## src/rtl/alsu.sv

```systemverilog
// Purpose     : registered arithmetic/logic/shift unit on two 3-bit signed operands.
// Latency     : 2 edges; inputs sampled at posedge N, out/leds update at posedge N+1.
// Backpressure: none; a new operation is accepted every cycle and no stall exists.
//
// Ports
//   clk                 rising-edge clock
//   rst                 synchronous active-high reset (clears input regs, out, leds)
//   A, B [2:0]          signed operands
//   cin                 carry-in for ADD (ignored when FULL_ADDER != "ON")
//   serial_in           fill bit for SHIFT
//   red_op_A/red_op_B   reduction selects for OR/XOR
//   bypass_A/bypass_B   pass an operand straight to out (highest priority)
//   direction           1 = left, 0 = right (SHIFT/ROTATE)
//   opcode [2:0]        0 OR, 1 XOR, 2 ADD, 3 MULT, 4 SHIFT, 5 ROTATE, 6/7 invalid
//   leds [15:0]         invalid-operation indicator
//   out  [5:0]          signed result
//
// Parameters
//   INPUT_PRIORITY      "A" or "B": operand that wins when both A- and B-side selects are set
//   FULL_ADDER          "ON" adds cin in ADD, anything else ignores it
//
// Build option
//   ALSU_LED_BLINK_EN   defined: leds toggle every cycle while the registered operation is
//                       invalid and read 0 otherwise. Undefined: leds stay 0.

module alsu #(
  parameter string INPUT_PRIORITY = "A",
  parameter string FULL_ADDER     = "ON"
) (
  input  logic        clk,
  input  logic        rst,
  input  logic [2:0]  A,
  input  logic [2:0]  B,
  input  logic        cin,
  input  logic        serial_in,
  input  logic        red_op_A,
  input  logic        red_op_B,
  input  logic        bypass_A,
  input  logic        bypass_B,
  input  logic        direction,
  input  logic [2:0]  opcode,
  output logic [15:0] leds,
  output logic [5:0]  out
);

  localparam logic [2:0] OP_OR     = 3'd0;
  localparam logic [2:0] OP_XOR    = 3'd1;
  localparam logic [2:0] OP_ADD    = 3'd2;
  localparam logic [2:0] OP_MULT   = 3'd3;
  localparam logic [2:0] OP_SHIFT  = 3'd4;
  localparam logic [2:0] OP_ROTATE = 3'd5;

  localparam bit PRIO_A  = (INPUT_PRIORITY == "A");
  localparam bit USE_CIN = (FULL_ADDER == "ON");

  // ---------------------------------------------------------------------------
  // Input register stage
  // ---------------------------------------------------------------------------
  logic [2:0] a_q, a_d;
  logic [2:0] b_q, b_d;
  logic       cin_q, cin_d;
  logic       serial_q, serial_d;
  logic       red_a_q, red_a_d;
  logic       red_b_q, red_b_d;
  logic       byp_a_q, byp_a_d;
  logic       byp_b_q, byp_b_d;
  logic       dir_q, dir_d;
  logic [2:0] opcode_q, opcode_d;

  always_comb begin
    a_d      = A;
    b_d      = B;
    cin_d    = cin;
    serial_d = serial_in;
    red_a_d  = red_op_A;
    red_b_d  = red_op_B;
    byp_a_d  = bypass_A;
    byp_b_d  = bypass_B;
    dir_d    = direction;
    opcode_d = opcode;
  end

  // ---------------------------------------------------------------------------
  // Output register stage
  // ---------------------------------------------------------------------------
  logic [5:0]  out_q, out_d;
  logic [15:0] leds_q, leds_d;

  always_ff @(posedge clk) begin
    if (rst) begin
      a_q      <= '0;
      b_q      <= '0;
      cin_q    <= 1'b0;
      serial_q <= 1'b0;
      red_a_q  <= 1'b0;
      red_b_q  <= 1'b0;
      byp_a_q  <= 1'b0;
      byp_b_q  <= 1'b0;
      dir_q    <= 1'b0;
      opcode_q <= '0;
      out_q    <= '0;
      leds_q   <= '0;
    end else begin
      a_q      <= a_d;
      b_q      <= b_d;
      cin_q    <= cin_d;
      serial_q <= serial_d;
      red_a_q  <= red_a_d;
      red_b_q  <= red_b_d;
      byp_a_q  <= byp_a_d;
      byp_b_q  <= byp_b_d;
      dir_q    <= dir_d;
      opcode_q <= opcode_d;
      out_q    <= out_d;
      leds_q   <= leds_d;
    end
  end

  assign out  = out_q;
  assign leds = leds_q;

  // ---------------------------------------------------------------------------
  // Datapath on the registered operands
  // ---------------------------------------------------------------------------
  logic signed [5:0] a_ext;
  logic signed [5:0] b_ext;
  logic              cin_eff;
  logic              red_pick_a;   // reduction operand choice when red selects are set
  logic [2:0]        red_operand;
  logic              invalid;
  logic [5:0]        result;

  // Sign extension to the result width; ADD and MULT then wrap modulo 64 naturally.
  assign a_ext   = {{3{a_q[2]}}, a_q};
  assign b_ext   = {{3{b_q[2]}}, b_q};
  assign cin_eff = cin_q & USE_CIN;

  // Both reduction selects set -> INPUT_PRIORITY decides which operand is reduced.
  assign red_pick_a  = red_a_q & (~red_b_q | PRIO_A);
  assign red_operand = red_pick_a ? a_q : b_q;

  // Reduction is only meaningful for OR/XOR; any other opcode with a reduction
  // select is treated as invalid, as are the two unused opcodes.
  always_comb begin
    invalid = 1'b0;
    if (opcode_q > OP_ROTATE) begin
      invalid = 1'b1;
    end else if ((red_a_q | red_b_q) && (opcode_q != OP_OR) && (opcode_q != OP_XOR)) begin
      invalid = 1'b1;
    end
  end

  always_comb begin
    result = '0;
    case (opcode_q)
      OP_OR: begin
        if (red_a_q | red_b_q) begin
          result = {5'b0, |red_operand};
        end else begin
          result = a_ext | b_ext;
        end
      end
      OP_XOR: begin
        if (red_a_q | red_b_q) begin
          result = {5'b0, ^red_operand};
        end else begin
          result = a_ext ^ b_ext;
        end
      end
      OP_ADD:    result = a_ext + b_ext + $signed({5'b0, cin_eff});
      OP_MULT:   result = a_ext * b_ext;
      // SHIFT/ROTATE act on the value currently presented on out.
      OP_SHIFT:  result = dir_q ? {out_q[4:0], serial_q} : {serial_q, out_q[5:1]};
      OP_ROTATE: result = dir_q ? {out_q[4:0], out_q[5]} : {out_q[0], out_q[5:1]};
      default:   result = '0;
    endcase
  end

  // Bypass beats everything, including an invalid opcode; leds still follow
  // the validity of the opcode/reduction combination regardless of bypass.
  always_comb begin
    out_d = result;
    if (byp_a_q && byp_b_q) begin
      out_d = PRIO_A ? a_ext : b_ext;
    end else if (byp_a_q) begin
      out_d = a_ext;
    end else if (byp_b_q) begin
      out_d = b_ext;
    end else if (invalid) begin
      out_d = '0;
    end
  end

`ifdef ALSU_LED_BLINK_EN
  always_comb begin
    leds_d = '0;
    if (invalid) begin
      leds_d = ~leds_q;
    end
  end
`else
  always_comb begin
    leds_d = '0;
  end
`endif

endmodule

```

## config.mk

```make
export PLATFORM = sky130hd
export DESIGN_NAME = alsu
export DESIGN_NICKNAME = d
export VERILOG_FILES = /design/src/rtl/alsu.sv
export SDC_FILE = /design/constraint.sdc
export NUM_CORES = 1
export LEC_CHECK = 0
export CAP_MARGIN = 10
export CORE_MARGIN = 3
export CORE_UTILIZATION = 40
export CTS_BUF_LIST = sky130_fd_sc_hd__clkbuf_2
export DETAILED_ROUTE_END_ITERATION = 10
export GPL_TIMING_DRIVEN = 1
export HOLD_SLACK_MARGIN = 0.03
export PLACE_DENSITY_LB_ADDON = 0.08
export SYNTH_ARGS = -nofsm -noshare
export SYNTH_HDL_FRONTEND = slang
export SYNTH_SLANG_ARGS = --single-unit
```

## constraint.sdc

```tcl
create_clock -name clk -period 6.1 [get_ports clk]
set_input_delay 0.915 -clock clk [delete_from_list [all_inputs] [get_ports clk]]
set_output_delay 0.915 -clock clk [all_outputs]
set_load 0.03 [all_outputs]
```

== After elaboration in Yosys (flattened, before gate mapping) ==
Index checks and enable logic that the tools add are counted.

* Flip-flop bits (word level): 22
* Bits of input ports: 18
* Output and inout port bits: 22
* Word-level logic and storage cells: 43

* Add/sub/neg operators: 2
* Multipliers: 1
* $lt $le $gt $ge: 1
* Equal/unequal tests: 6
* Mux-type cells: 12
* Bitwise logic cells: 3
* Reductions and logical operators: 7

{| class="wikitable"
|+ Operators by type and width
! kind !! count
|-
| 2-to-1 mux 6 bit || 8
|-
| one-hot mux 6 bit (6 select lines) || 1
|-
| == test 3 x 2 -> 1 bit (second input constant) || 2
|-
| == test 3 bit (second input constant) || 2
|-
| multiplier 3 x 3 -> 6 bit || 1
|-
| adder 4 x 2 -> 5 bit || 1
|-
| adder 3 x 3 -> 4 bit || 1
|-
| == test 3 x 1 -> 1 bit (second input constant) || 1
|-
| greater-than comparator 3 bit (second input constant) || 1
|-
| logical AND 1 bit || 3
|-
| zero test 3 bit || 1
|-
| 2-to-1 mux 3 bit || 1
|-
| inequality test 3 x 1 -> 1 bit (second input constant) || 1
|-
| OR 3 bit || 1
|-
| nonzero test 3 bit || 1
|-
| OR reduction 3 bit || 1
|-
| parity 3 bit || 1
|-
| XOR 3 bit || 1
|-
| 2-to-1 mux 1 bit || 2
|-
| OR 1 bit || 1
|}

== Depth between registers and ports, before layout ==
* Word-level depth: 9
* Mapped depth: 12
* Gate-level depth less buffers: 12

== Worst setup path after synthesis ==
OpenSTA, ideal clock, no wires.

* Path type: register to register
* Start point: register a_q[2]
* End point: register out_q[5] (netlist: out[5])
* Library setup time: 0.086 ns
* Data arrival time: 2.691 ns
* Path slack: 3.323 ns
* Stages on the path, launching flop included: 11
* Path buffers: 0
* Period minus slack after synthesis: 2.777 ns
* Cell sequence: dfxtp_1 nand2_1 fa_1 inv_1 ha_1 ha_1 fa_1 xnor3_1 xor2_1 nand2_1 a221oi_2

* Cells in the longest elaborated chain, start to end: 7
* Elaborated cells between the ends (all ways): 12
* Classes of those cells: add/sub: 2; mul: 1; mux: 7; bitwise: 2

{| class="wikitable"
|+ Ends and longest elaborated chain
! what !! RTL line !! text
|-
| start, declared || 59 || <nowiki>logic [2:0] a_q, a_d;</nowiki>
|-
| start signal, assigned || 91 || <nowiki>a_q <= '0;</nowiki>
|-
| start signal, assigned || 104 || <nowiki>a_q <= a_d;</nowiki>
|-
| adder 3 x 3 -> 4 bit (tied with other cells) || 170 || <nowiki>OP_ADD: result = a_ext + b_ext + $signed({5'b0, cin_eff});</nowiki>
|-
| adder 4 x 2 -> 5 bit (tied with other cells) || 170 ||
|-
| one-hot mux 6 bit (6 select lines) || 155 || <nowiki>case (opcode_q)</nowiki>
|-
| 2-to-1 mux 6 bit || 189 || <nowiki>end else if (invalid) begin</nowiki>
|-
| 2-to-1 mux 6 bit || 187 || <nowiki>end else if (byp_b_q) begin</nowiki>
|-
| 2-to-1 mux 6 bit || 185 || <nowiki>end else if (byp_a_q) begin</nowiki>
|-
| 2-to-1 mux 6 bit * || 183 || <nowiki>if (byp_a_q && byp_b_q) begin</nowiki>
|-
| end signal, assigned || 114 || <nowiki>out_q <= out_d;</nowiki>
|-
| end, declared || 86 || <nowiki>logic [5:0] out_q, out_d;</nowiki>
|}

Every way passes the cells marked *; elsewhere a longest branch is shown, timed or not.
A chain may end at the register's enable or synchronous reset.

== Final worst setup path ==
Ends and elaborated chain as after synthesis.

==> flow_summary.json <==
{
  "status": "complete, no violations",
  "initial_core_util_pct": 42.84,
  "cts_resized": 0,
  "fin_nets": 243,
  "port_buffers": 23,
  "drt_pass1_iterations": 4,
  "leakage_uw": 0.0008107,
  "ys_seq_elements": 22,
  "cts_sinks": 22,
  "track_usage_pct": 14.60,
  "grt_remaining_overflow": 0,
  "dpl.hpwl_um": 2813,
  "grt_pass1_vias": 1266,
  "min_period_ns": 3.011,
  "routabilityCongestion": 0.8313,
  "hold_end": "out[1]",
  "synthDistinctLibCells": 51,
  "r2r_setup_slack_ns": 3.09,
  "rows": 23,
  "htree_levels": 1,
  "drc_errors": 0,
  "root_buffer": "clkbuf_2",
  "synth-main-ff-cell": "dfxtp_1",
  "drv_slew": 0,
  "p_per_area_mw_per_mm2": 168.7,
  "synth_top_area_share_pct": 24.98,
  "worst_slew_pin_slew_ns": 0.7223,
  "final_cell_area_mm2": 0.001949,
  "synthCells": 185,
  "clk_pin_slew_ns": 0.21,
  "grt_pass1_wl_um": 5968,
  "final_critical_path_setup_slack_ns": 3.089,
  "fp.coreArea_mm2": 0.004115,
  "tritoncts": "done",
  "utilization_pct": 47.37,
  "cts.path.max_buffers": 2,
  "dpl_cell_area_mm2": 0.001931,
  "cts_setup_buffers": 0,
  "final_cells": 253,
  "die_area_mm2": 0.005240,
  "reg2regPathDepth": 10,
  "hp-class": "reg -> reg",
  "yosysWarnings": 0,
  "cp_max_fo": 9,
  "die_h_um": 72.39,
  "synth_edf_count": 0,
  "numCtsBuffers": 3,
  "reg2reg_from": "a_q[2]",
  "async_flop_share_pct": 0,
  "crit_arrival_ns": 3.29,
  "wl_per_cell_um": 13.56,
  "finalCritPeriodShare_pct": 49.36,
  "skew_ns": 0.01011,
  "ios": 40,
  "holdPathStages": 2,
  "diodes": 0,
  "netlist_area_mm2": 0.001763,
  "hold_viol": 0,
  "ctsHoldBuffers": 0,
  "dr_total_vias": 1254,
  "antenna_found_initial": 0,
  "die_w_um": 72.39,
  "avgSynthCellArea_um2": 9.529,
  "tns_ns": 0,
  "crit-reg2reg-capture": "out[5]",
  "min-delay-start": "a_q[1]",
  "insertion_delay_ns": 0.34,
  "max_freq_mhz": 332.1,
  "ant_nets": 0,
  "pre_cts_ws_ns": 3.072,
  "yosysTopAreaCell": "dfxtp_1",
  "synthToLayoutAreaGrowth_pct": 10.57,
  "avgViaCountPerCell": 4.957,
  "rsz0062_at_grt": "false",
  "criticalPathCategory": "reg -> reg",
  "drive_gt1_share_pct": 8.867,
  "ys_seq_area_share_pct": 24.98,
  "grt_max_degree": 21,
  "worst-endpoint-required_ns": 6.38,
  "relSlewSlack_pct": 51.70,
  "cap_violations": 0,
  "synth_common_cells": "dfxtp_1 (22), buf_4 (20), nor2b_1 (18), inv_1 (17), ha_1 (13)",
  "synth_area_leaders": "dfxtp_1 (25%), ha_1 (9.2%), fa_1 (9.1%)",
  "ir_drop_mv": 0.08603,
  "drt_first_iter_violations": 61,
  "placed_cells": 249,
  "start_kind": "flop",
  "yosysMostFrequentCell": "dfxtp_1",
  "setup_viol": 0,
  "drt_wl_total_um": 3430,
  "worst_setup_path_end_kind": "flop"
}
-- layout make-up --
| type | instances | area (um2) |
|---|---|---|
| Clock buffer | 3 | 15.01 |
| Inverter | 18 | 67.56 |
| Timing Repair Buffer | 23 | 230.2 |
| Clock inverter | 1 | 3.754 |
| Sequential cell | 22 | 440.4 |
| Tap cell | 50 | 62.56 |
| Fill cell | 384 | 2166 |
| Multi-Input combinational cell | 136 | 1130 |
-- worst max-delay path by stage --
stage | startpoint | to | slack [ns] | cells past startpoint
final | a_q[2] | out[5] | 3.09 | 10
after global routing | a_q[2] | out[5] | 2.87 | 10
after CTS | a_q[2] | out[5] | 3.06 | 10
after detailed placement | a_q[2] | out[5] | 3.07 | 10
after global placement | a_q[2] | out[5] | 3.24 | 10
after floorplan | a_q[2] | out[5] | 3.32 | 10
-- cells by family after synthesis --
logic type | Yosys count | share of synthesized area (%)
and+or+nand+nor | 50 | 16.40
buffers and inverters | 42 | 14.12
AOI/OAI and AO/OA | 35 | 17.46
adders and majority gates | 22 | 18.88
DFF | 22 | 24.98
muxes | 9 | 5.181
xor gates and xnor gates | 4 | 2.768
other | 1 | 0.2127
-- power breakdown --
| part | internal (uW) | switching, uW | leakage [uW] |
|---|---|---|---|
| logic | 46.8 | 54.6 | 0.000614 |
| registers | 153 | 15.2 | 0.000183 |
| clock network | 14.3 | 45.0 | 0.0000140 |
-- routing by layer --
metal | vias to the layer above | wire length [um] | global-route usage [%]
met3 | 10 | 254 | 3.047
met1 | 563 | 1452 | 17.97
met2 | 55 | 1635 | 24.67
li1 | 626 | - | -
met4 | 0 | 87 | 6.148
met5 | - | 0 | 0
-- critical path: stages, from the launching register on --
cell	delay [ns]
dfxtp_1	0.59
nand2_1	0.21
fa_1	0.57
inv_1	0.05
ha_1	0.29
ha_1	0.21
fa_1	0.37
xnor3_1	0.23
xor2_1	0.15
nand2_1	0.08
a221oi_2	0.21
-- flip-flops by register name, indices dropped and copies added, names as in the netlist --
register	cells
out	6
a_q	3
b_q	3
opcode_q	3
byp_a_q	1
byp_b_q	1
cin_eff	1
dir_q	1
red_a_q	1
red_b_q	1
serial_q	1
-- placed cells by master, fill, tap and decap left out, drive strengths merged, types with 2 or more instances in the layout --
cell type | Yosys | routed
nor2b | 18 | 18
a21oi | 6 | 6
a2111oi | 3 | 3
mux2i | 8 | 8
a211oi | 3 | 3
nand2 | 10 | 10
fa | 8 | 8
a211o | 2 | 2
conb | 1 | 16
dfxtp | 22 | 22
clkbuf | 1 | 3
a21o | 3 | 3
xor2 | 2 | 2
a21boi | 4 | 4
ha | 13 | 13
inv | 18 | 18
nor3b | 3 | 3
or2 | 3 | 3
o311ai | 4 | 4
o21ai | 4 | 4
nor2 | 7 | 7
and2 | 2 | 2
a221oi | 3 | 3
clkdlybuf4s50 | 0 | 23
-- per-stage QoR --
step / hold WS, ns / total power (uW)
final: 0.6674 / 328.8
after floorplan: 0.5328 / 251.6
after global placement: 0.6525 / 271.9
after detailed placement: 0.6477 / 273.0
after global routing: 0.7213 / 351.7
after CTS: 0.6791 / 334.7
Power figures use the tool's default switching activity.
